**src/rtl/spram_fifo_pkg.sv**
```systemverilog
// Shared definitions for the single-port-RAM streaming FIFO.
//   DEF_DATA_W / DEF_ADDR_W : default RAM aspect (spram512x40)
//   OUT_DEPTH               : entries in the prefetch output buffer
//   port_op_e               : what the single RAM port does this cycle
package spram_fifo_pkg;

  localparam int unsigned DEF_DATA_W = 40;
  localparam int unsigned DEF_ADDR_W = 9;
  localparam int unsigned OUT_DEPTH  = 2;

  typedef enum logic [1:0] {
    OP_IDLE,
    OP_WRITE,
    OP_READ
  } port_op_e;

endpackage

```
**src/rtl/spram_fifo_outbuf.sv**
```systemverilog
// Two-entry in-order prefetch buffer sitting behind the RAM read port.
//   clk, rst_n : clock, asynchronous active-low reset
//   push       : ram data lands this edge (push_data)
//   pop        : consumer takes the head this edge (ignored when empty)
//   occ        : entries held (0..OUT_DEPTH)
//   head       : oldest entry; stable until popped
module spram_fifo_outbuf
  import spram_fifo_pkg::*;
#(
  parameter int unsigned DATA_W = DEF_DATA_W
) (
  input  logic              clk,
  input  logic              rst_n,
  input  logic              push,
  input  logic [DATA_W-1:0] push_data,
  input  logic              pop,
  output logic [1:0]        occ,
  output logic [DATA_W-1:0] head
);

  logic [DATA_W-1:0] e0;
  logic [DATA_W-1:0] e1;
  logic              do_pop;

  assign do_pop = pop && (occ != 2'd0);
  assign head   = e0;

  // The arbiter never issues a read that would land into a full buffer
  // without a simultaneous pop, so push-on-full is not handled here.
  always_ff @(posedge clk or negedge rst_n) begin
    if (!rst_n) begin
      e0  <= '0;
      e1  <= '0;
      occ <= '0;
    end else begin
      case ({push, do_pop})
        2'b10: begin
          if (occ == 2'd0) e0 <= push_data;
          else             e1 <= push_data;
          occ <= occ + 2'd1;
        end
        2'b01: begin
          e0  <= e1;
          occ <= occ - 2'd1;
        end
        2'b11: begin
          if (occ == 2'd1) begin
            e0 <= push_data;
          end else begin
            e0 <= e1;
            e1 <= push_data;
          end
        end
        default: ;
      endcase
    end
  end

  logic unused_depth;
  assign unused_depth = (OUT_DEPTH == 0);

endmodule

```
**src/rtl/spram_stream_fifo.sv**
```systemverilog
// Deep streaming FIFO built on a single-port synchronous RAM macro.
// One RAM access per cycle is arbitrated between writes and prefetch
// reads; reads feed a 2-entry output buffer so the consumer can drain
// one word per cycle.
//   clk, rst_n                  : clock, asynchronous active-low reset
//   wr_valid/wr_ready/wr_data   : upstream push handshake
//   rd_valid/rd_ready/rd_data   : downstream pop handshake (head word)
//   count                       : words held (RAM + in flight + buffer)
//   ram_addr/ram_datain/ram_we  : macro port controls
//   ram_dataout                 : macro read data, one cycle after address
module spram_stream_fifo
  import spram_fifo_pkg::*;
#(
  parameter int unsigned DATA_W = DEF_DATA_W,
  parameter int unsigned ADDR_W = DEF_ADDR_W
) (
  input  logic              clk,
  input  logic              rst_n,
  input  logic              wr_valid,
  output logic              wr_ready,
  input  logic [DATA_W-1:0] wr_data,
  output logic              rd_valid,
  input  logic              rd_ready,
  output logic [DATA_W-1:0] rd_data,
  output logic [ADDR_W+1:0] count,
  output logic [ADDR_W-1:0] ram_addr,
  output logic [DATA_W-1:0] ram_datain,
  output logic              ram_we,
  input  logic [DATA_W-1:0] ram_dataout
);

  logic [ADDR_W-1:0] wr_ptr;
  logic [ADDR_W-1:0] rd_ptr;
  logic [ADDR_W:0]   mem_cnt;
  logic              rd_inflight;
  logic [1:0]        out_occ;
  logic              mem_empty;
  logic              mem_full;
  logic              rd_urgent;
  logic              pop;
  logic [2:0]        out_load;
  port_op_e          op;

  assign mem_empty = (mem_cnt == '0);
  // DEPTH is 2**ADDR_W, so the top bit alone marks a full RAM
  assign mem_full  = mem_cnt[ADDR_W];
  assign rd_urgent = (out_occ == 2'd0) && !rd_inflight && !mem_empty;
  assign wr_ready  = rst_n && !mem_full && !rd_urgent;
  assign rd_valid  = (out_occ != 2'd0);
  assign pop       = rd_valid && rd_ready;
  // buffer entries that will be committed after this edge, not counting a new read
  assign out_load  = {1'b0, out_occ} + {2'b00, rd_inflight} - {2'b00, pop};

  always_comb begin
    op = OP_IDLE;
    if (wr_valid && wr_ready)
      op = OP_WRITE;
    else if (!mem_empty && (out_load < 3'(OUT_DEPTH)))
      op = OP_READ;
  end

  assign ram_we     = (op == OP_WRITE);
  assign ram_addr   = ram_we ? wr_ptr : rd_ptr;
  assign ram_datain = wr_data;
  assign count      = {1'b0, mem_cnt} + (ADDR_W+2)'(rd_inflight) + (ADDR_W+2)'(out_occ);

  always_ff @(posedge clk or negedge rst_n) begin
    if (!rst_n) begin
      wr_ptr      <= '0;
      rd_ptr      <= '0;
      mem_cnt     <= '0;
      rd_inflight <= 1'b0;
    end else begin
      rd_inflight <= (op == OP_READ);
      case (op)
        OP_WRITE: begin
          wr_ptr  <= wr_ptr + ADDR_W'(1);
          mem_cnt <= mem_cnt + (ADDR_W+1)'(1);
        end
        OP_READ: begin
          rd_ptr  <= rd_ptr + ADDR_W'(1);
          mem_cnt <= mem_cnt - (ADDR_W+1)'(1);
        end
        default: ;
      endcase
    end
  end

  spram_fifo_outbuf #(
    .DATA_W(DATA_W)
  ) u_outbuf (
    .clk       (clk),
    .rst_n     (rst_n),
    .push      (rd_inflight),
    .push_data (ram_dataout),
    .pop       (pop),
    .occ       (out_occ),
    .head      (rd_data)
  );

endmodule

```
**config.mk**
```make
export PLATFORM = sky130hd
export DESIGN_NAME = spram_stream_fifo
export DESIGN_NICKNAME = d
export VERILOG_FILES = /design/src/rtl/spram_fifo_pkg.sv /design/src/rtl/spram_fifo_outbuf.sv /design/src/rtl/spram_stream_fifo.sv
export SDC_FILE = /design/constraint.sdc
export NUM_CORES = 1
export LEC_CHECK = 0
export CAP_MARGIN = 20
export CELL_PAD_IN_SITES_DETAIL_PLACEMENT = 0
export CELL_PAD_IN_SITES_GLOBAL_PLACEMENT = 1
export CORE_MARGIN = 5
export CORE_UTILIZATION = 38
export DETAILED_ROUTE_END_ITERATION = 7
export GPL_TIMING_DRIVEN = 1
export PLACE_DENSITY_LB_ADDON = 0.2
export SKIP_CTS_REPAIR_TIMING = 1
export SLEW_MARGIN = 30
export SYNTH_ARGS = -nofsm -noshare
export SYNTH_HDL_FRONTEND = slang
export SYNTH_SLANG_ARGS = --single-unit
export TNS_END_PERCENT = 5
```
**constraint.sdc**
```tcl
create_clock -name clk -period 6.6 [get_ports clk]
set_input_delay 1.65 -clock clk [delete_from_list [all_inputs] [get_ports clk]]
set_output_delay 1.65 -clock clk [all_outputs]
set_load 0.02 [all_outputs]
```
Word-level counts from Yosys, hierarchy flattened
Cells that the tools add are included.
Word-level totals
  memory bits (writable): 0
  word-level logic and storage cells: 59
  register bits: 111
  input port bits: 84
  output and inout port bits: 103
  latch bits: 0
  memories: 0
  memory bits (read-only): 0
Cells by class
  bitwise operators: 0
  div/mod/pow operators: 0
  equality and inequality tests: 9
  magnitude comparators: 1
  add/subtract/negate cells: 10
  shift-type cells: 0
  reductions and logical operators: 21
  muxes and demuxes: 11
  multipliers: 0
Operators with widths (count)
  2-to-1 mux 40 bit: 4
  one-hot mux 40 bit (3 select lines): 1
  one-hot mux 40 bit (2 select lines): 1
  one-hot mux 10 bit (2 select lines): 1
  adder 9 x 1 -> 9 bit (second input constant): 2
  adder 10 x 1 -> 11 bit: 1
  adder 11 x 2 -> 11 bit: 1
  adder 10 x 1 -> 10 bit (second input constant): 1
  logical NOT 10 bit: 1
  subtractor 10 x 1 -> 10 bit (second input constant): 1
  2-to-1 mux 9 bit: 1
  logical AND 1 bit: 8
  nonzero test 2 bit: 4
  equality test 2 x 1 -> 1 bit (second input constant): 3
  equality test 2 bit (second input constant): 3
  inequality test 2 bit (second input constant): 3
  logical NOT 1 bit: 4
  2-to-1 mux 2 bit: 2
  one-hot mux 2 bit (2 select lines): 1
  adder 2 x 1 -> 3 bit: 1
  < comparator 3 x 2 -> 1 bit (second input constant): 1
  AND reduction 3 bit: 1
  nonzero test 3 bit: 1
  subtractor 3 x 1 -> 3 bit: 1
  4 further kinds: 4

Depth between registers and ports, before layout
Gate-level depths: netlist (run 1).
  depth after elaboration: 9
  gate-level depth with buffers: 15
  mapped depth without buffers: 14

Modules after synthesis
A second synthesis (run 1) with hierarchy kept.
Unflattened totals
  cells, all modules: 626
  area, all modules: 6526.3 µm²
By module, submodules not included
  spram_fifo_outbuf: sequential area each 2052.0 µm², times used 1, area an instance 4177.8 µm², cells each 385
  spram_stream_fifo: sequential area each 725.7 µm², times used 1, area an instance 2348.5 µm², cells each 241

Worst setup path before layout (run 1)
No wires, ideal clock.
  path type: input to register
  start point: in rd_ready
  end point: reg mem_cnt[8]
  path buffers: 1
  stages on the path: 13
  library setup time: 0.125 ns
  data required time: 6.475 ns
  slack: 2.008 ns
  arrival: 4.467 ns
  cells stage by stage: nor2b_1 -> ha_1 -> nand2b_1 -> fa_1 -> xnor2_1 -> o2111a_1 -> buf_2 -> ha_1 -> a211oi_1 -> o21ai_0 -> a31oi_1 -> xnor2_1 -> mux2_4
Between the ends
  longest elaborated chain between the ends: 8
  elaborated cells on any way between the ends: 10
  those cells by class: 1 x add/sub; 1 x order compare; 2 x eq/ne; 3 x mux; 3 x reduce/logical
Ends and longest elaborated chain
  start, declared: line spram_stream_fifo.sv:23  | input logic rd_ready,
  logical AND 1 bit *: line spram_stream_fifo.sv:50  | assign pop = rd_valid && rd_ready;
  subtractor 3 x 1 -> 3 bit *: line spram_stream_fifo.sv:52  | assign out_load = {1'b0, out_occ} + {2'b00, rd_inflight} - {2'b00, pop};
  < comparator 3 x 2 -> 1 bit *: line spram_stream_fifo.sv:58  | else if (!mem_empty && (out_load < 3'(OUT_DEPTH)))
  logical AND 1 bit *: line spram_stream_fifo.sv:58
  2-to-1 mux 2 bit *: line spram_stream_fifo.sv:58
  2-to-1 mux 2 bit *: line spram_stream_fifo.sv:56  | if (wr_valid && wr_ready)
  equality test 2 bit / equality test 2 x 1 -> 1 bit (equally long branches): line spram_stream_fifo.sv:75  | case (op)
  one-hot mux 10 bit (2 select lines) / nonzero test 2 bit (equally long branches)
  end signal, assigned: line spram_stream_fifo.sv:78  | mem_cnt <= mem_cnt + (ADDR_W+1)'(1);
  end signal, assigned: line spram_stream_fifo.sv:82  | mem_cnt <= mem_cnt - (ADDR_W+1)'(1);
  end, declared: line spram_stream_fifo.sv:34  | logic [ADDR_W:0] mem_cnt;
Every way passes the cells marked *; elsewhere a longest branch is shown, timed or not.
A chain may end at the register's enable or synchronous reset.

Worst setup path after layout (run 1)
  start point: in wr_valid
  end point: out ram_addr[4]
Between the ends
  longest elaborated chain between the ends: 4
Ends and longest elaborated chain
  start, declared: line spram_stream_fifo.sv:19  | input logic wr_valid,
  logical AND 1 bit: line spram_stream_fifo.sv:56
  2-to-1 mux 2 bit: line spram_stream_fifo.sv:56
  equality test 2 x 1 -> 1 bit: line spram_stream_fifo.sv:62  | assign ram_we = (op == OP_WRITE);
  2-to-1 mux 9 bit: line spram_stream_fifo.sv:63  | assign ram_addr = ram_we ? wr_ptr : rd_ptr;
  end, declared: line spram_stream_fifo.sv:26  | output logic [ADDR_W-1:0] ram_addr,
Every way passes these cells.

==> results of run 1 <==
-- placed cells by master, fill, tap and decap left out, drive strengths merged, types with 3 or more instances in the layout --
cell type and count:
a22oi 40, inv 10, clkdlybuf4s50 105, fa 4, xor2 7, dfrtp 111, nand2 52, buf 8
and4 3, o21ai 47, nand3 6, a21oi 11, a21o 3, and3 5, mux2 58, ha 17
xnor2 29, clkbuf 11, a211oi 3, clkinv 4, nand2b 3, nand4 10, nor2 10
-- per-stage QoR --
| stage | instances | util [%] | hold WS, ns | total power, mW | setup WS [ns] |
|---|---|---|---|---|---|
| finish | 755 | 47.64 | 0.4812 | 4.267 | 1.124 |
| global route | 755 | 47.64 | 0.4879 | 4.612 | 0.8482 |
| global placement | 738 | 45.33 | 0.4605 | 3.689 | 0.9349 |
| detailed placement | 740 | 45.70 | 0.4624 | 3.795 | 0.8737 |
| CTS | 755 | 47.64 | 0.4793 | 4.330 | 1.086 |
| floorplan | 510 | - | 0.4387 | 3.015 | 2.008 |
-- metal layers --
layer	global-route usage [%]	up-vias	wire, µm
li1	-	1861	-
met1	19.99	1885	6015
met2	23.60	121	5967
met3	5.315	19	769
met4	3.464	0	150
met5	0	-	0
-- logic make-up (layout without fill, tap and decap cells) --
family | Yosys count | in the layout | share of synthesized area [%]
adders and majority gates | 21 | 21 | 5.126
AOI/OAI and AO/OA | 110 | 110 | 12.05
and+or+nand+nor | 95 | 95 | 8.171
muxes | 60 | 60 | 12.25
buffers and inverters | 77 | 138 | 8.258
xor gates and xnor gates | 36 | 36 | 5.520
DFF | 111 | 111 | 48.63
-- synth_stat cells (all sizes together) --
| master | instances | area [µm²] |
|---|---|---|
| a211oi | 3 | 22.52 |
| a21o | 3 | 22.52 |
| a21oi | 11 | 58.81 |
| a22oi | 40 | 300.3 |
| a31o | 1 | 8.760 |
| a31oi | 1 | 6.260 |
| and3 | 5 | 31.28 |
| and4 | 3 | 26.28 |
| buf | 50 | 370.4 |
| clkbuf | 17 | 63.81 |
| dfrtp | 111 | 2778 |
| fa | 4 | 80.08 |
| ha | 17 | 212.7 |
| inv | 10 | 37.54 |
| mux2 | 58 | 679.4 |
| mux2i | 2 | 20.02 |
| nand2 | 52 | 195.2 |
| nand2b | 3 | 18.77 |
| nand3 | 6 | 35.03 |
| nand3b | 1 | 7.510 |
| nand4 | 10 | 62.56 |
| nor2 | 10 | 37.54 |
| nor2b | 2 | 12.51 |
| nor4 | 2 | 33.78 |
| o2111a | 1 | 11.26 |
| o211ai | 1 | 7.510 |
| o21ai | 47 | 235.2 |
| o21bai | 2 | 15.01 |
| or2 | 1 | 6.260 |
| xnor2 | 29 | 254.0 |
| xor2 | 7 | 61.31 |
-- worst paths after layout --
check                                              start                             to  slack, ns
min reg2reg                u_outbuf.head[36]$_DFFE_PN0P_  u_outbuf.head[36]$_DFFE_PN0P_       0.48
min                        u_outbuf.head[36]$_DFFE_PN0P_  u_outbuf.head[36]$_DFFE_PN0P_       0.48
max reg2reg                  u_outbuf.occ[1]$_DFFE_PN0P_         mem_cnt[8]$_DFFE_PN0P_       2.16
min in group asynchronous                          rst_n  u_outbuf.head[21]$_DFFE_PN0P_       1.44
max in group asynchronous                          rst_n    u_outbuf.occ[0]$_DFFE_PN0P_       3.92
max                                             wr_valid                    ram_addr[4]       1.12
-- where the power goes --
part,switching [mW],total [mW],internal (mW)
clock network,0.243,0.519,0.276
logic,1.23,2.47,1.24
registers,0.266,1.28,1.01
total,1.74,4.27,2.53
-- critical path: cells and delay by family --
family	cells	cell delay, ns
and+or+nand+nor	1	0.12
AOI/OAI and AO/OA	1	0.60
buffers and inverters	2	1.05
muxes	1	0.39
-- flip-flops by register name, indices dropped and copies added (netlist names) --
name	count
mem_cnt	10
u_outbuf.e1	40
rd_ptr	9
u_outbuf.occ	2
wr_ptr	9
rd_inflight	1
u_outbuf.head	40
-- cell type report --
type	count	area, µm²
inverters	10	37.54
clock inverters	4	31.28
repair buffers	113	1151
well taps	184	230.2
multi-input cells	322	2496
fillers	1360	7667
flip-flops and latches	111	2778
clock buffers	11	252.7
==> results.ini, run 1 <==
[floorplanning]
dieArea_um2 = 17580
chipHeight_um = 132.6
rows = 44
die_w_um = 132.6
start_util_pct = 39.00
ioPinCount = 187
core_area_um2 = 14640

[critical_path]
slowest_delay_ns = 0.60
cp_slowest_cell = a21oi_2
critPathLaunchType = input port
crit_arrival_ns = 3.83
cpMostUsedCell = clkdlybuf4s50_1
worstSetupPathType = input port to output pin
worstPathRequired_ns = 4.95
path_cells = clkdlybuf4s50_1 > nand3b_1 > a21oi_2 > mux2_1 > clkdlybuf4s50_1
endpoint_kind = output pin
worst-r2r-cell-count = 14
worst-path-max-fanout = 15

[drt]
routed_via_density = 5.147
routedWlPerCell_um = 17.09
firstDrtPassIters = 5
ant_nets = 0
wl_um = 12900
vias = 3886
dr.first_iter.drc_count = 238
drc = 0

[timing]
max_freq_ghz = 0.1826
finalCritPeriodShare_pct = 82.97
drv_slew = 0
finalHoldViolations = 0
setup_viol_count_final = 0
tightestPinTransition_ns = 0.8923
rsz0062_at_grt = no
fin_crit_ns = 5.476
slew-limit-headroom_pct = 40.51
setup_tns_ns = 0
clock_skew_ns = 0.008186

[logic_synthesis]
synth_cells = 510
syn-num-nets = 615
yosysWarningCount = 0
ys_ff_latch = 111
syn_avg_cell_area_um2 = 11.20
ys_seq_area_share_pct = 48.63
yosys.cell_types.count = 40
synth_area_um2 = 5712

[placed_design]
place_hpwl_um = 9123
gp_congestion = 0.8345
io_buffers = 106
dpl-instance-area_um2 = 6693

[cts]
cts_sinks = 111
path_clk_slew_ns = 0.07
htreeDepth = 3
clk_latency_ns = 0.35
cts_tree = yes
clockBufferDepth = 2
cts-root-buf = clkbuf_16
cts_buffers = 9

[global_routing]
overflow = 0
grt_pass1_wl_um = 21490
grt_pass1_vias = 4073
grt_max_degree = 62
antenna_found_initial = 0
grt_usage_pct = 15.01

[cells_and_area]
nNetsFinal = 672
antenna_cells = 0
drive_above_1_share_pct = 13.84
area_growth_pct = 22.15
final_area_um2 = 6977

[pwr]
vdd_drop_max_v = 0.0003809
power_density_nw_per_um2 = 611.7
p_leak_nw = 2.956

[hold_path]
hold_path_class = flip-flop to flip-flop
hold_depth = 2

[status]
status = completed

[flow_run]
cap_violations = 0

Note: power is estimated with default switching activity, not from simulation.
==> run 2, diff against run 1 <==
--- a/config.mk
+++ b/config.mk
@@ -9,7 +9,7 @@
 export CELL_PAD_IN_SITES_DETAIL_PLACEMENT = 0
 export CELL_PAD_IN_SITES_GLOBAL_PLACEMENT = 1
 export CORE_MARGIN = 5
-export CORE_UTILIZATION = 38
+export CORE_UTILIZATION = 36
 export DETAILED_ROUTE_END_ITERATION = 7
 export GPL_TIMING_DRIVEN = 1
 export PLACE_DENSITY_LB_ADDON = 0.2
==> constraint.sdc (replaced) <==
create_clock -name clk -period 5.3 [get_ports clk]
set_input_delay 1.325 -clock clk [delete_from_list [all_inputs] [get_ports clk]]
set_output_delay 1.325 -clock clk [all_outputs]
set_load 0.02 [all_outputs]
==> run 2 against run 1 <==
Effect of this change: sequential share of layout area fell by 0.14 points; clock skew rose by 0.0019 ns; global-route usage fell by 0.60 points; non-clock buffer count did not move; critical endpoint is now mem_cnt[8]$_DFFE_PN0P_.
==> results.ini, run 2 (synthesis gave the netlist of run 1 again) <==
[status]
status = completed

[floorplanning]
chipHeight_um = 136.0
dieArea_um2 = 18490
core_area_um2 = 15710
ioPinCount = 187
die_w_um = 136.0
start_util_pct = 36.35
rows = 46

[cts]
cts_tree = yes
cts_buffers = 9
clk_latency_ns = 0.36
clockBufferDepth = 2
cts_sinks = 111
path_clk_slew_ns = 0.07
cts-root-buf = clkbuf_16
htreeDepth = 3

[timing]
tightestPinTransition_ns = 0.9211
slew-limit-headroom_pct = 38.59
fin_crit_ns = 4.706
finalCritPeriodShare_pct = 88.80
setup_tns_ns = 0
rsz0062_at_grt = no
clock_skew_ns = 0.01013
max_freq_ghz = 0.2125
finalHoldViolations = 0
setup_viol_count_final = 0
whs_ns = 0.4769
drv_slew = 0

[pwr]
power_density_nw_per_um2 = 762.7
p_leak_nw = 2.949
p_sw_mw = 2.191
pwr-share-seq_pct = 29.5
intPower_mw = 3.149
power_frac_comb_pct = 57.3
vdd_drop_max_v = 0.0005271
sw_frac_of_total_pct = 41.02
power_frac_clock_pct = 13.2

[hold_path]
hold_path_class = flip-flop to flip-flop
hold_depth = 1

[global_routing]
grt_max_degree = 81
overflow = 0
antenna_found_initial = 0
grt_pass1_vias = 4035
grt_pass1_wl_um = 21270
grt_usage_pct = 14.41

[critical_path]
crit_arrival_ns = 4.94
worstPathRequired_ns = 5.54
critPathLaunchType = input port
worst-r2r-cell-count = 14
endpoint_kind = flip-flop
worst-path-max-fanout = 8
worstSetupPathType = input port to flip-flop

[flow_run]
cap_violations = 0

[drt]
firstDrtPassIters = 4
drc = 0
wl_um = 12820
vias = 3899
routed_via_density = 4.954
dr.first_iter.drc_count = 188
routedWlPerCell_um = 16.29
ant_nets = 0

[cells_and_area]
num-fill-cells = 1492
nNetsFinal = 672
drive_above_1_share_pct = 13.84
antenna_cells = 0
post-route-util_pct = 44.56
area_growth_pct = 22.58
layout_commonest_cell = dfrtp_1
mostFrequentLayoutCells = dfrtp_1 (111), clkdlybuf4s50_1 (105), nand2_1 (52), o21ai_0 (46), mux2_2 (41)

[placed_design]
io_buffers = 106
place_hpwl_um = 8603
gp_congestion = 0.8015

run 2: cell types whose count changed in the layout (fill, tap and decap cells not counted), sizes merged:
| cell | before | now |
|---|---|---|
| bufinv | 0 | 1 |
| inv | 10 | 12 |
| clkinv | 4 | 3 |
| clkbuf | 11 | 9 |
run 2: per-layer routing:
| metal | share of wire (%) | GRT usage, % |
|---|---|---|
| met1 | 47 | 19.85 |
| met3 | 6.5 | 4.700 |
| met5 | 0 | 0 |
| met4 | 1.1 | 3.135 |
| met2 | 46 | 22.26 |
run 2: power groups by stage:
| stage | clock (mW) | combinational (mW) | sequential [mW] |
|---|---|---|---|
| 3_5_place_dp | 0 | 3.09 | 1.60 |
| 4_1_cts | 0.732 | 3.10 | 1.58 |
| 5_1_grt | 0.765 | 3.37 | 1.64 |
| 2_1_floorplan | 0 | 2.07 | 1.68 |
| 3_3_place_gp | 0 | 3.03 | 1.59 |
| 6_report | 0.705 | 3.06 | 1.58 |
run 2: worst max-delay path, stage by stage:
cell and delay, ns:
clkdlybuf4s50_1 0.48, nor2b_1 0.30, ha_1 0.29, nand2b_1 0.16
fa_1 0.38, xnor2_1 0.19, o2111a_1 0.43, ha_1 0.36
a211oi_1 0.31, o21ai_0 0.15, a31oi_1 0.22, xnor2_1 0.09
mux2_4 0.25
run 2: metrics by stage:
step / setup WS, ns / instances / power [mW] / area (µm²)
2_1_floorplan: 1.033 / 510 / 3.755 / 5712
3_3_place_gp: 0.3331 / 772 / 4.621 / 6693
3_5_place_dp: 0.2340 / 772 / 4.686 / 6693
4_1_cts: 0.5847 / 787 / 5.418 / 6998
5_1_grt: 0.3094 / 787 / 5.780 / 7002
6_report: 0.5937 / 787 / 5.340 / 7002
run 2: path summary, 6_finish.rpt:
kind	start	end	slack (ns)
max in group asynchronous	rst_n	u_outbuf.e1[26]$_DFFE_PN0P_	3.16
hold / removal	wr_ptr[8]$_DFFE_PN0P_	wr_ptr[8]$_DFFE_PN0P_	0.48
setup reg to reg	u_outbuf.occ[1]$_DFFE_PN0P_	mem_cnt[8]$_DFFE_PN0P_	1.18
setup / recovery	rd_ready	mem_cnt[8]$_DFFE_PN0P_	0.59
min in group asynchronous	rst_n	u_outbuf.occ[0]$_DFFE_PN0P_	1.06
hold reg to reg	wr_ptr[8]$_DFFE_PN0P_	wr_ptr[8]$_DFFE_PN0P_	0.48
run 2: layout make-up:
cell class              instances  area [µm²]  area share [%]
repair buffers                113        1115           15.92
well taps                     216       270.3           3.860
clock inverters                 6       80.08           1.144
inverters                      10       37.54          0.5361
flip-flops and latches        111        2778           39.67
multi-input cells             322        2496           35.65
clock buffers                   9       225.2           3.217
